[config.mk]
export PLATFORM = sky130hd
export DESIGN_NAME = pipe_skid_stage
export DESIGN_NICKNAME = d
export VERILOG_FILES = /design/src/rtl/pipe_pkg.sv /design/src/rtl/pipe_skid_slot.sv /design/src/rtl/pipe_skid_stage.sv
export SDC_FILE = /design/constraint.sdc
export NUM_CORES = 1
export LEC_CHECK = 0
export CELL_PAD_IN_SITES_DETAIL_PLACEMENT = 1
export CELL_PAD_IN_SITES_GLOBAL_PLACEMENT = 2
export CORE_AREA = 2 2 87 89
export DETAILED_ROUTE_END_ITERATION = 16
export DIE_AREA = 0 0 89 91
export HOLD_SLACK_MARGIN = 0.06
export PLACE_DENSITY = 0.93
export SLEW_MARGIN = 0
export SYNTH_ARGS = -nofsm -noshare
export SYNTH_HDL_FRONTEND = slang
export SYNTH_SLANG_ARGS = --single-unit
[constraint.sdc]
create_clock -name Clock -period 2.7 [get_ports Clock]
set_clock_uncertainty 0.05 [all_clocks]
set_input_delay 0.54 -clock Clock [delete_from_list [all_inputs] [get_ports Clock]]
set_output_delay 0.54 -clock Clock [all_outputs]
set_load 0.1 [all_outputs]
[src/rtl/pipe_pkg.sv]
// Shared types for the median-filter inter-stage pipeline register.
//   beat_t       : one pipeline beat {mw, row, col, data} at the default widths
//   slot_state_e : occupancy state of one skid slot
//   beat_width() : flattened payload width for arbitrary DATA_W/ADDR_W
package pipe_pkg;

    localparam int unsigned PIPE_DATA_W = 8;
    localparam int unsigned PIPE_ADDR_W = 6;

    // Field order matches the flattened payload {mw, row, col, data}.
    typedef struct packed {
        logic                   mw;
        logic [PIPE_ADDR_W-1:0] row;
        logic [PIPE_ADDR_W-1:0] col;
        logic [PIPE_DATA_W-1:0] data;
    } beat_t;

    typedef enum logic [1:0] {
        S_EMPTY = 2'd0,
        S_FULL  = 2'd1,
        S_SKID  = 2'd2
    } slot_state_e;

    function automatic int unsigned beat_width(input int unsigned data_w,
                                               input int unsigned addr_w);
        return 1 + 2 * addr_w + data_w;
    endfunction

endpackage

[src/rtl/pipe_skid_slot.sv]
// One skid-buffer slot: MAIN register drives the downstream side, SKID register
// catches the beat accepted in the cycle downstream stalls.
//   Clock, Reset_n : rising-edge clock, async active-low reset
//   Flush          : sync flush, slot goes EMPTY (payload regs untouched)
//   Up_Valid/Up_Ready/Up_Data : upstream handshake, Up_Ready registered
//   Dn_Valid/Dn_Ready/Dn_Data : downstream handshake, Dn_Valid registered
module pipe_skid_slot
    import pipe_pkg::*;
#(
    parameter int unsigned W = 21
) (
    input  logic         Clock,
    input  logic         Reset_n,
    input  logic         Flush,
    input  logic         Up_Valid,
    output logic         Up_Ready,
    input  logic [W-1:0] Up_Data,
    output logic         Dn_Valid,
    input  logic         Dn_Ready,
    output logic [W-1:0] Dn_Data
);

    slot_state_e  state_q;
    slot_state_e  state_d;
    logic [W-1:0] main_q;
    logic [W-1:0] skid_q;
    logic         ready_q;
    logic         valid_q;

    logic         push;
    logic         pop;
    logic         load_main_in;
    logic         load_main_skid;
    logic         load_skid;

    assign push = Up_Valid && ready_q;
    assign pop  = valid_q && Dn_Ready;

    // Next-state and payload load selection.
    always_comb begin
        state_d        = state_q;
        load_main_in   = 1'b0;
        load_main_skid = 1'b0;
        load_skid      = 1'b0;
        if (Flush) begin
            state_d = S_EMPTY;
        end else begin
            case (state_q)
                S_EMPTY: begin
                    if (push) begin
                        state_d      = S_FULL;
                        load_main_in = 1'b1;
                    end
                end
                S_FULL: begin
                    if (push && pop) begin
                        load_main_in = 1'b1;
                    end else if (pop) begin
                        state_d = S_EMPTY;
                    end else if (push) begin
                        state_d   = S_SKID;
                        load_skid = 1'b1;
                    end
                end
                S_SKID: begin
                    // Up_Ready is low here, so only a pop can happen.
                    if (pop) begin
                        state_d        = S_FULL;
                        load_main_skid = 1'b1;
                    end
                end
                default: state_d = S_EMPTY;
            endcase
        end
    end

    // State register plus registered handshake flags decoded from next state.
    always_ff @(posedge Clock or negedge Reset_n) begin
        if (!Reset_n) begin
            state_q <= S_EMPTY;
            ready_q <= 1'b1;
            valid_q <= 1'b0;
        end else begin
            state_q <= state_d;
            ready_q <= (state_d != S_SKID);
            valid_q <= (state_d != S_EMPTY);
        end
    end

    // Payload registers load only on accepted pushes or skid drain.
    always_ff @(posedge Clock or negedge Reset_n) begin
        if (!Reset_n) begin
            main_q <= '0;
            skid_q <= '0;
        end else begin
            if (load_main_in) begin
                main_q <= Up_Data;
            end else if (load_main_skid) begin
                main_q <= skid_q;
            end
            if (load_skid) begin
                skid_q <= Up_Data;
            end
        end
    end

    assign Up_Ready = ready_q;
    assign Dn_Valid = valid_q;
    assign Dn_Data  = main_q;

endmodule

[src/rtl/pipe_skid_stage.sv]
// Inter-stage pipeline register for the median-filter datapath: STAGES chained
// skid slots carrying {MemWrite, row, col, data} with valid/ready back-pressure,
// sync flush and an occupancy count. No-stall latency is STAGES cycles.
//   Clock, Reset_n        : rising-edge clock, async active-low reset
//   Flush                 : sync flush, drops every held beat and the offered one
//   In_Valid/In_Ready     : upstream handshake (In_Ready registered)
//   In_MemWrite/Row/Col/Data : upstream beat payload
//   Out_Valid/Out_Ready   : downstream handshake
//   Out_MemWrite          : held MemWrite gated by Out_Valid
//   Out_Row/Col/Data      : payload of the beat at the output
//   Occupancy             : beats held, 0..2*STAGES
module pipe_skid_stage
    import pipe_pkg::*;
#(
    parameter int unsigned DATA_W = PIPE_DATA_W,
    parameter int unsigned ADDR_W = PIPE_ADDR_W,
    parameter int unsigned STAGES = 1
) (
    input  logic                             Clock,
    input  logic                             Reset_n,
    input  logic                             Flush,
    input  logic                             In_Valid,
    output logic                             In_Ready,
    input  logic                             In_MemWrite,
    input  logic [ADDR_W-1:0]                In_Row,
    input  logic [ADDR_W-1:0]                In_Col,
    input  logic [DATA_W-1:0]                In_Data,
    output logic                             Out_Valid,
    input  logic                             Out_Ready,
    output logic                             Out_MemWrite,
    output logic [ADDR_W-1:0]                Out_Row,
    output logic [ADDR_W-1:0]                Out_Col,
    output logic [DATA_W-1:0]                Out_Data,
    output logic [$clog2(2*STAGES+1)-1:0]    Occupancy
);

    localparam int unsigned BEAT_W = beat_width(DATA_W, ADDR_W);
    localparam int unsigned OCC_W  = $clog2(2 * STAGES + 1);

    // Handshake chain: index k is the input side of slot k, STAGES is the output.
    logic              chain_valid [STAGES+1];
    logic              chain_ready [STAGES+1];
    logic [BEAT_W-1:0] chain_data  [STAGES+1];

    logic              held_mw;
    logic              in_fire;
    logic              out_fire;
    logic [OCC_W-1:0]  occ_q;
    logic [OCC_W-1:0]  occ_d;

    assign chain_valid[0]      = In_Valid;
    assign chain_data[0]       = {In_MemWrite, In_Row, In_Col, In_Data};
    assign chain_ready[STAGES] = Out_Ready;
    assign In_Ready            = chain_ready[0];

    // Slot k feeds slot k+1.
    for (genvar k = 0; k < STAGES; k++) begin : g_slot
        pipe_skid_slot #(
            .W (BEAT_W)
        ) u_slot (
            .Clock    (Clock),
            .Reset_n  (Reset_n),
            .Flush    (Flush),
            .Up_Valid (chain_valid[k]),
            .Up_Ready (chain_ready[k]),
            .Up_Data  (chain_data[k]),
            .Dn_Valid (chain_valid[k+1]),
            .Dn_Ready (chain_ready[k+1]),
            .Dn_Data  (chain_data[k+1])
        );
    end

    assign Out_Valid = chain_valid[STAGES];
    assign {held_mw, Out_Row, Out_Col, Out_Data} = chain_data[STAGES];

    // No memory write may leak out while the output holds no beat.
    assign Out_MemWrite = held_mw & Out_Valid;

    assign in_fire  = In_Valid && chain_ready[0];
    assign out_fire = Out_Valid && Out_Ready;

    // Occupancy next value; simultaneous in and out transfers cancel.
    always_comb begin
        occ_d = occ_q;
        if (Flush) begin
            occ_d = '0;
        end else if (in_fire && !out_fire) begin
            occ_d = occ_q + OCC_W'(1);
        end else if (out_fire && !in_fire) begin
            occ_d = occ_q - OCC_W'(1);
        end
    end

    always_ff @(posedge Clock or negedge Reset_n) begin
        if (!Reset_n) begin
            occ_q <= '0;
        end else begin
            occ_q <= occ_d;
        end
    end

    assign Occupancy = occ_q;

endmodule
* After elaboration in Yosys (flattened, before gate mapping) *
Cells that the tools add are included.

operators by class
  muxes and demuxes = 23
  bitwise logic cells = 1
  reductions and logical operators = 11
  $add $sub $neg = 2
  eq/ne operators = 3

operators with widths
  cell                                              number
  2-to-1 mux 21 bit                                 2
  2-to-1 mux 2 bit                                  9
  2-to-1 mux 1 bit                                  10
  one-hot mux 2 bit (3 select lines)                1
  logical AND 1 bit                                 5
  nonzero test 2 bit                                2
  nonzero test 3 bit                                1
  adder 2 x 1 -> 2 bit, second input constant       1
  == test 2 x 1 -> 1 bit, second input constant     1
  == test 2 bit, second input constant              1
  zero test 1 bit                                   2
  zero test 2 bit                                   1
  != test 2 bit, second input constant              1
  one-hot mux 1 bit (2 select lines)                1
  subtractor 2 x 1 -> 2 bit, second input constant  1
  AND 1 bit                                         1

word-level totals
  input port bits = 26
  word-level logic and storage cells = 46
  register bits after elaboration = 48
  output and inout port bits = 25

* Logic depth before layout (Yosys ltp) *
  word-level depth = 7
  depth in mapped cells = 4
  gate-level depth less buffers = 3

* Modules after synthesis *
From an unflattened synthesis, not the netlist that was laid out.

second synthesis, totals
  cells, all modules = 202
  area, all modules = 2354.8 sq um

modules (own cells, without submodules)
  module           sequential area each (sq um)  instances  cells an instance  area each (sq um)
  pipe_skid_slot   1152.4                        1          185                2195.9
  pipe_skid_stage  50.0                          1          17                 158.9

* Worst setup path before layout *
Ideal clock, no wire load.

  path kind = reg2out
  from = register g_slot[0].u_slot.valid_q
  to = output Out_MemWrite
  data required time = 2.110 ns
  buffers on the path = 0
  arrival = 1.907 ns
  stages on the path, launching flop included = 2
  slack = 0.203 ns
  cells stage by stage = dfrtp_1 -> and2_1

on the way
  word-level cells in the longest chain between the ends = 1

RTL lines
  element                 RTL line               text
  start, declared         pipe_skid_slot.sv:28   logic valid_q;
  start signal, assigned  pipe_skid_slot.sv:86   valid_q <= (state_d != S_EMPTY);
  AND 1 bit               pipe_skid_stage.sv:77  assign Out_MemWrite = held_mw & Out_Valid;
  end, declared           pipe_skid_stage.sv:30  output logic Out_MemWrite,

No other way between the ends.

* Final worst setup path *
  from = input Out_Ready
  to = register g_slot[0].u_slot.main_q[13]

on the way
  word-level cells in the longest chain between the ends = 6
  elaborated cells on any way between the ends = 10
  classes of those cells = mux (7); reduce/logical (3)

RTL lines
  element                                                         RTL line               text
  start, declared                                                 pipe_skid_stage.sv:29  input logic Out_Ready,
  logical AND 1 bit (*)                                           pipe_skid_slot.sv:37   assign pop = valid_q && Dn_Ready;
  logical AND 1 bit                                               pipe_skid_slot.sv:56   if (push && pop) begin
  2-to-1 mux 1 bit                                                pipe_skid_slot.sv:56
  one-hot mux 1 bit (2 select lines)                              pipe_skid_slot.sv:48   case (state_q)
  2-to-1 mux 1 bit                                                pipe_skid_slot.sv:45   if (Flush) begin
  2-to-1 mux 21 bit / nonzero test 2 bit (equally long branches)  --
  end signal, assigned                                            pipe_skid_slot.sv:97   main_q <= Up_Data;
  end signal, assigned                                            pipe_skid_slot.sv:99   main_q <= skid_q;
  end, declared                                                   pipe_skid_slot.sv:25   logic [W-1:0] main_q;

Mark *: on every way between the ends. The rest lies on a longest branch, timed or not.
A chain may end at the register's enable or synchronous reset.

==> results.md <==
- CP startpoint kind: input pin
- Busiest grt layer: met2
- Clk pwr share: between 15 and 20%
- H-tree level count: 2
- Post-CTS sizing: 0
- P_leak: between 1 and 1.5 nW
- Pre-antenna DRT Iters: 4
- GR Util met2: a little over a quarter
- Syn Std Cell Area: between 0.002 and 0.0025 mm2
- Clk Latency, worst-skew pair: between 300 and 400 ps
- Syn_nets: between 200 and 250
- Final nets: ~270
- CTS max path bufs: 2
- Reg-to-Reg End: g_slot[0].u_slot.Dn_Data[13]
- Largest net degree at the start of global routing: 46
- Vias in the first global route: 1955
- TNS Setup: 0 ps
- Hold buffer count at CTS: 0
- Max VDD drop: a little under 0.0003 V
- Post-Synth Simple-Gate Area: approximately 15%
- Synthesis-to-finish area growth: 20.1%
- Mux cell area share after synthesis: between 10% and 20%
- Slew Viols, Final: 0
- Kind of critical path: in -> reg
- Final Hold Viols: 0
- Data arrival time of the worst path: approximately 2300 ps
- WL/cell: between 15 and 20 um
- M1 GR Usage: a little over a fifth
- Fin area: a little under 0.003 mm2
- Max Cap Viol: 0
- Setup bufs post-CTS: 0
- Dpl ws: around 130 ps
- Grt met3 use: under 10%
- Grt ovf: 0
- Starting Density: approximately a third
- TritonCTS clock tree: built
- Initial drt markers: 78
- Placed Area: roughly 0.0028 mm2
- Req. time, crit path: approximately 2800 ps
- Final Cycle Share: between 80% and 90%
- Synth Area in Adders: 0%
- Diode count: 0
- XOR/XNOR Fraction of Synth Area: less than 1%
- # setup viols final: 0
- Register area share after synthesis: 48.8%
- Clk sinks: 48
- FF-to-FF path depth: 4
- Die X: around 89 um
- Placer congestion estimate: roughly 0.77
- Status: finished, final reports clean
- Share of layout cells above drive strength 1: between 20% and 30%
- Initial antenna violation count: 0
- Post-synthesis compound-gate area fraction: 11.9%
- HPWL after DPL: just under 4000 um
- DRT Wirelength: a little over 6000 um
- DRT antenna net count: 0
- Die area: ~0.0081 mm2
- Critical path fanouts, max: 23
- Final critical-path required period: approximately 2200 ps
- Vias per cell: ~5
- Peak Freq: between 400 and 500 MHz
- Syn avg cell area: roughly 11 um2
- Via count: between 1500 and 2000
- Setup crit end kind: flop
- Cell Int Power: between 1.5 and 2 mW
- GRT Util Overall: about 16%
- Die Y: 91 um
- Setup ws final: about 470 ps
- RSZ-0062 raised after global routing: no
- Clk Tree Root Cell: clkbuf_8
- # rows: 31
- Filler Cell Count: 818
- Global-route wire length before repair: between 10000 and 15000 um
- Yosys reg bits: 48
- Hold WC Path Type: in -> async
- Sw Ratio: ~45%
- IO Port Bufs: 50
- Net Switching: between 1 and 1.5 mW
- Worst reg2reg startpoint: g_slot[0].u_slot.Dn_Valid
- I/O Pins: 51
- Core box area: ~0.0071 mm2
- Reg2reg setup slack: approximately 610 ps
- Synth Instances: between 200 and 250
- Synth Warn #: 0
- Total CTS buffers: 5
- Main combinational cell family by area after synthesis: simple AND/OR/NAND/NOR gates
- Reg clk slew, reported paths: 100 ps
- Synth unique cells: 33
- Sequential power share: ~37%
- Combinational Power Share: around 45%
- Pwr/cell area: 1010 mW/mm2
- Tightest Pin Transition: 776 ps
- DRC: 0
- Max-Slew Margin vs Limit: approximately 48%
## sequential cells by signal, summed over array words and instances, names as in the netlist
name                    cells
g_slot.u_slot.Dn_Data      21
g_slot.u_slot.skid_q       21
Occupancy                   2
g_slot.u_slot.state_q       2
g_slot.u_slot.Dn_Valid      1
g_slot.u_slot.Up_Ready      1
## metrics by stage
step	total power [mW]	util [%]	std cells	hold WS, ps
finish	2.98	41.5	343	180
CTS	3.01	41.5	343	200
global route	3.12	41.5	343	211
detailed placement	2.45	39.8	335	437
floorplan	2.26	-	216	194
global placement	2.42	39.8	335	425
## metal layers
metal  vias to the layer above  part of all wire [%]  routed length [um]
met5                         -                     0                   0
li1                        825                     -                   -
met4                         0                   1.7                 101
met3                        11                   4.4                 270
met1                       896                    43                2610
met2                        35                    51                3110
## Yosys cell counts
library cell | count | area share (%)
nand3b_1 | 21 | 6.4
mux2_4 | 20 | 12
a221o_1 | 1 | 0.41
buf_4 | 20 | 6.1
xnor3_1 | 1 | 0.91
nand2b_1 | 1 | 0.25
dfrtp_1 | 47 | 48
a31oi_1 | 21 | 5.3
mux2i_1 | 1 | 0.41
nand2_1 | 2 | 0.30
clkbuf_1 | 13 | 2.0
dfstp_2 | 1 | 1.1
a211oi_1 | 2 | 0.61
o21ai_0 | 22 | 4.5
inv_1 | 1 | 0.15
buf_1 | 2 | 0.30
nand4b_1 | 2 | 0.71
mux2_2 | 1 | 0.46
a21boi_4 | 1 | 0.76
mux2_1 | 1 | 0.46
a21boi_0 | 1 | 0.30
nand4bb_1 | 1 | 0.46
nand4_1 | 1 | 0.25
or2_1 | 1 | 0.25
nor2_1 | 2 | 0.30
and4b_1 | 1 | 0.41
nor3_1 | 21 | 4.3
buf_6 | 2 | 0.91
nor4bb_1 | 1 | 0.41
and2_1 | 1 | 0.25
or4b_4 | 1 | 0.56
nor2b_1 | 1 | 0.25
and3b_1 | 1 | 0.36
## worst max-delay path, cell delays in order
cell and delay (ps):
clkdlybuf4s50_1 470, a21boi_4 160, buf_4 300, or2_1 660, a31oi_1 190
## final cells by class
cell class / instances / area, um2 / share of cell area [%]
well taps: 99 / 124 / 4.19
repair buffers: 57 / 485 / 16.4
clock buffers: 5 / 68.8 / 2.33
clock inverters: 3 / 46.3 / 1.56
inverters: 1 / 3.75 / 0.127
multi-input cells: 130 / 1030 / 34.8
flip-flops and latches: 48 / 1200 / 40.6
## power by group through the flow
stage	Clock [mW]	Sequential [mW]	Combinational (mW)
5_1_grt	0.591	1.13	1.40
4_1_cts	0.562	1.09	1.35
2_1_floorplan	0	1.12	1.14
3_5_place_dp	0	1.11	1.35
3_3_place_gp	0	1.09	1.33
6_report	0.547	1.09	1.34
## cells in the final DEF (no fill, tap or decap), types with 2 or more instances in the layout
cell / synthesis / final
a211oi_1: 2 / 2
a31oi_1: 21 / 21
buf_4: 20 / 32
clkbuf_8: 0 / 5
clkdlybuf4s50_1: 0 / 24
dfrtp_1: 47 / 47
mux2_4: 20 / 20
nand2_1: 2 / 2
nand3b_1: 21 / 21
nand4b_1: 2 / 2
nor2_1: 2 / 2
nor3_1: 21 / 21
o21ai_0: 22 / 22
## worst max path at each step
stage,from,depth (start not counted),slack [ps],to
CTS,Out_Ready,5,460,g_slot[0].u_slot.Dn_Data[0]
global placement,In_Valid,4,150,g_slot[0].u_slot.skid_q[0]
detailed placement,Out_Ready,5,130,g_slot[0].u_slot.Dn_Data[13]
finish,Out_Ready,5,470,g_slot[0].u_slot.Dn_Data[13]
global route,Out_Ready,5,290,g_slot[0].u_slot.Dn_Data[5]
floorplan,g_slot[0].u_slot.Dn_Valid,1,200,Out_MemWrite
## kinds of logic (layout without fill, tap and decap cells)
kind of cell	after synthesis	count (layout)
simple gates	58	58
compound gates	48	48
flops	48	48
buf+inv	38	66
mux	23	23
xor+xnor	1	1
(Power assumes the default switching activity.)
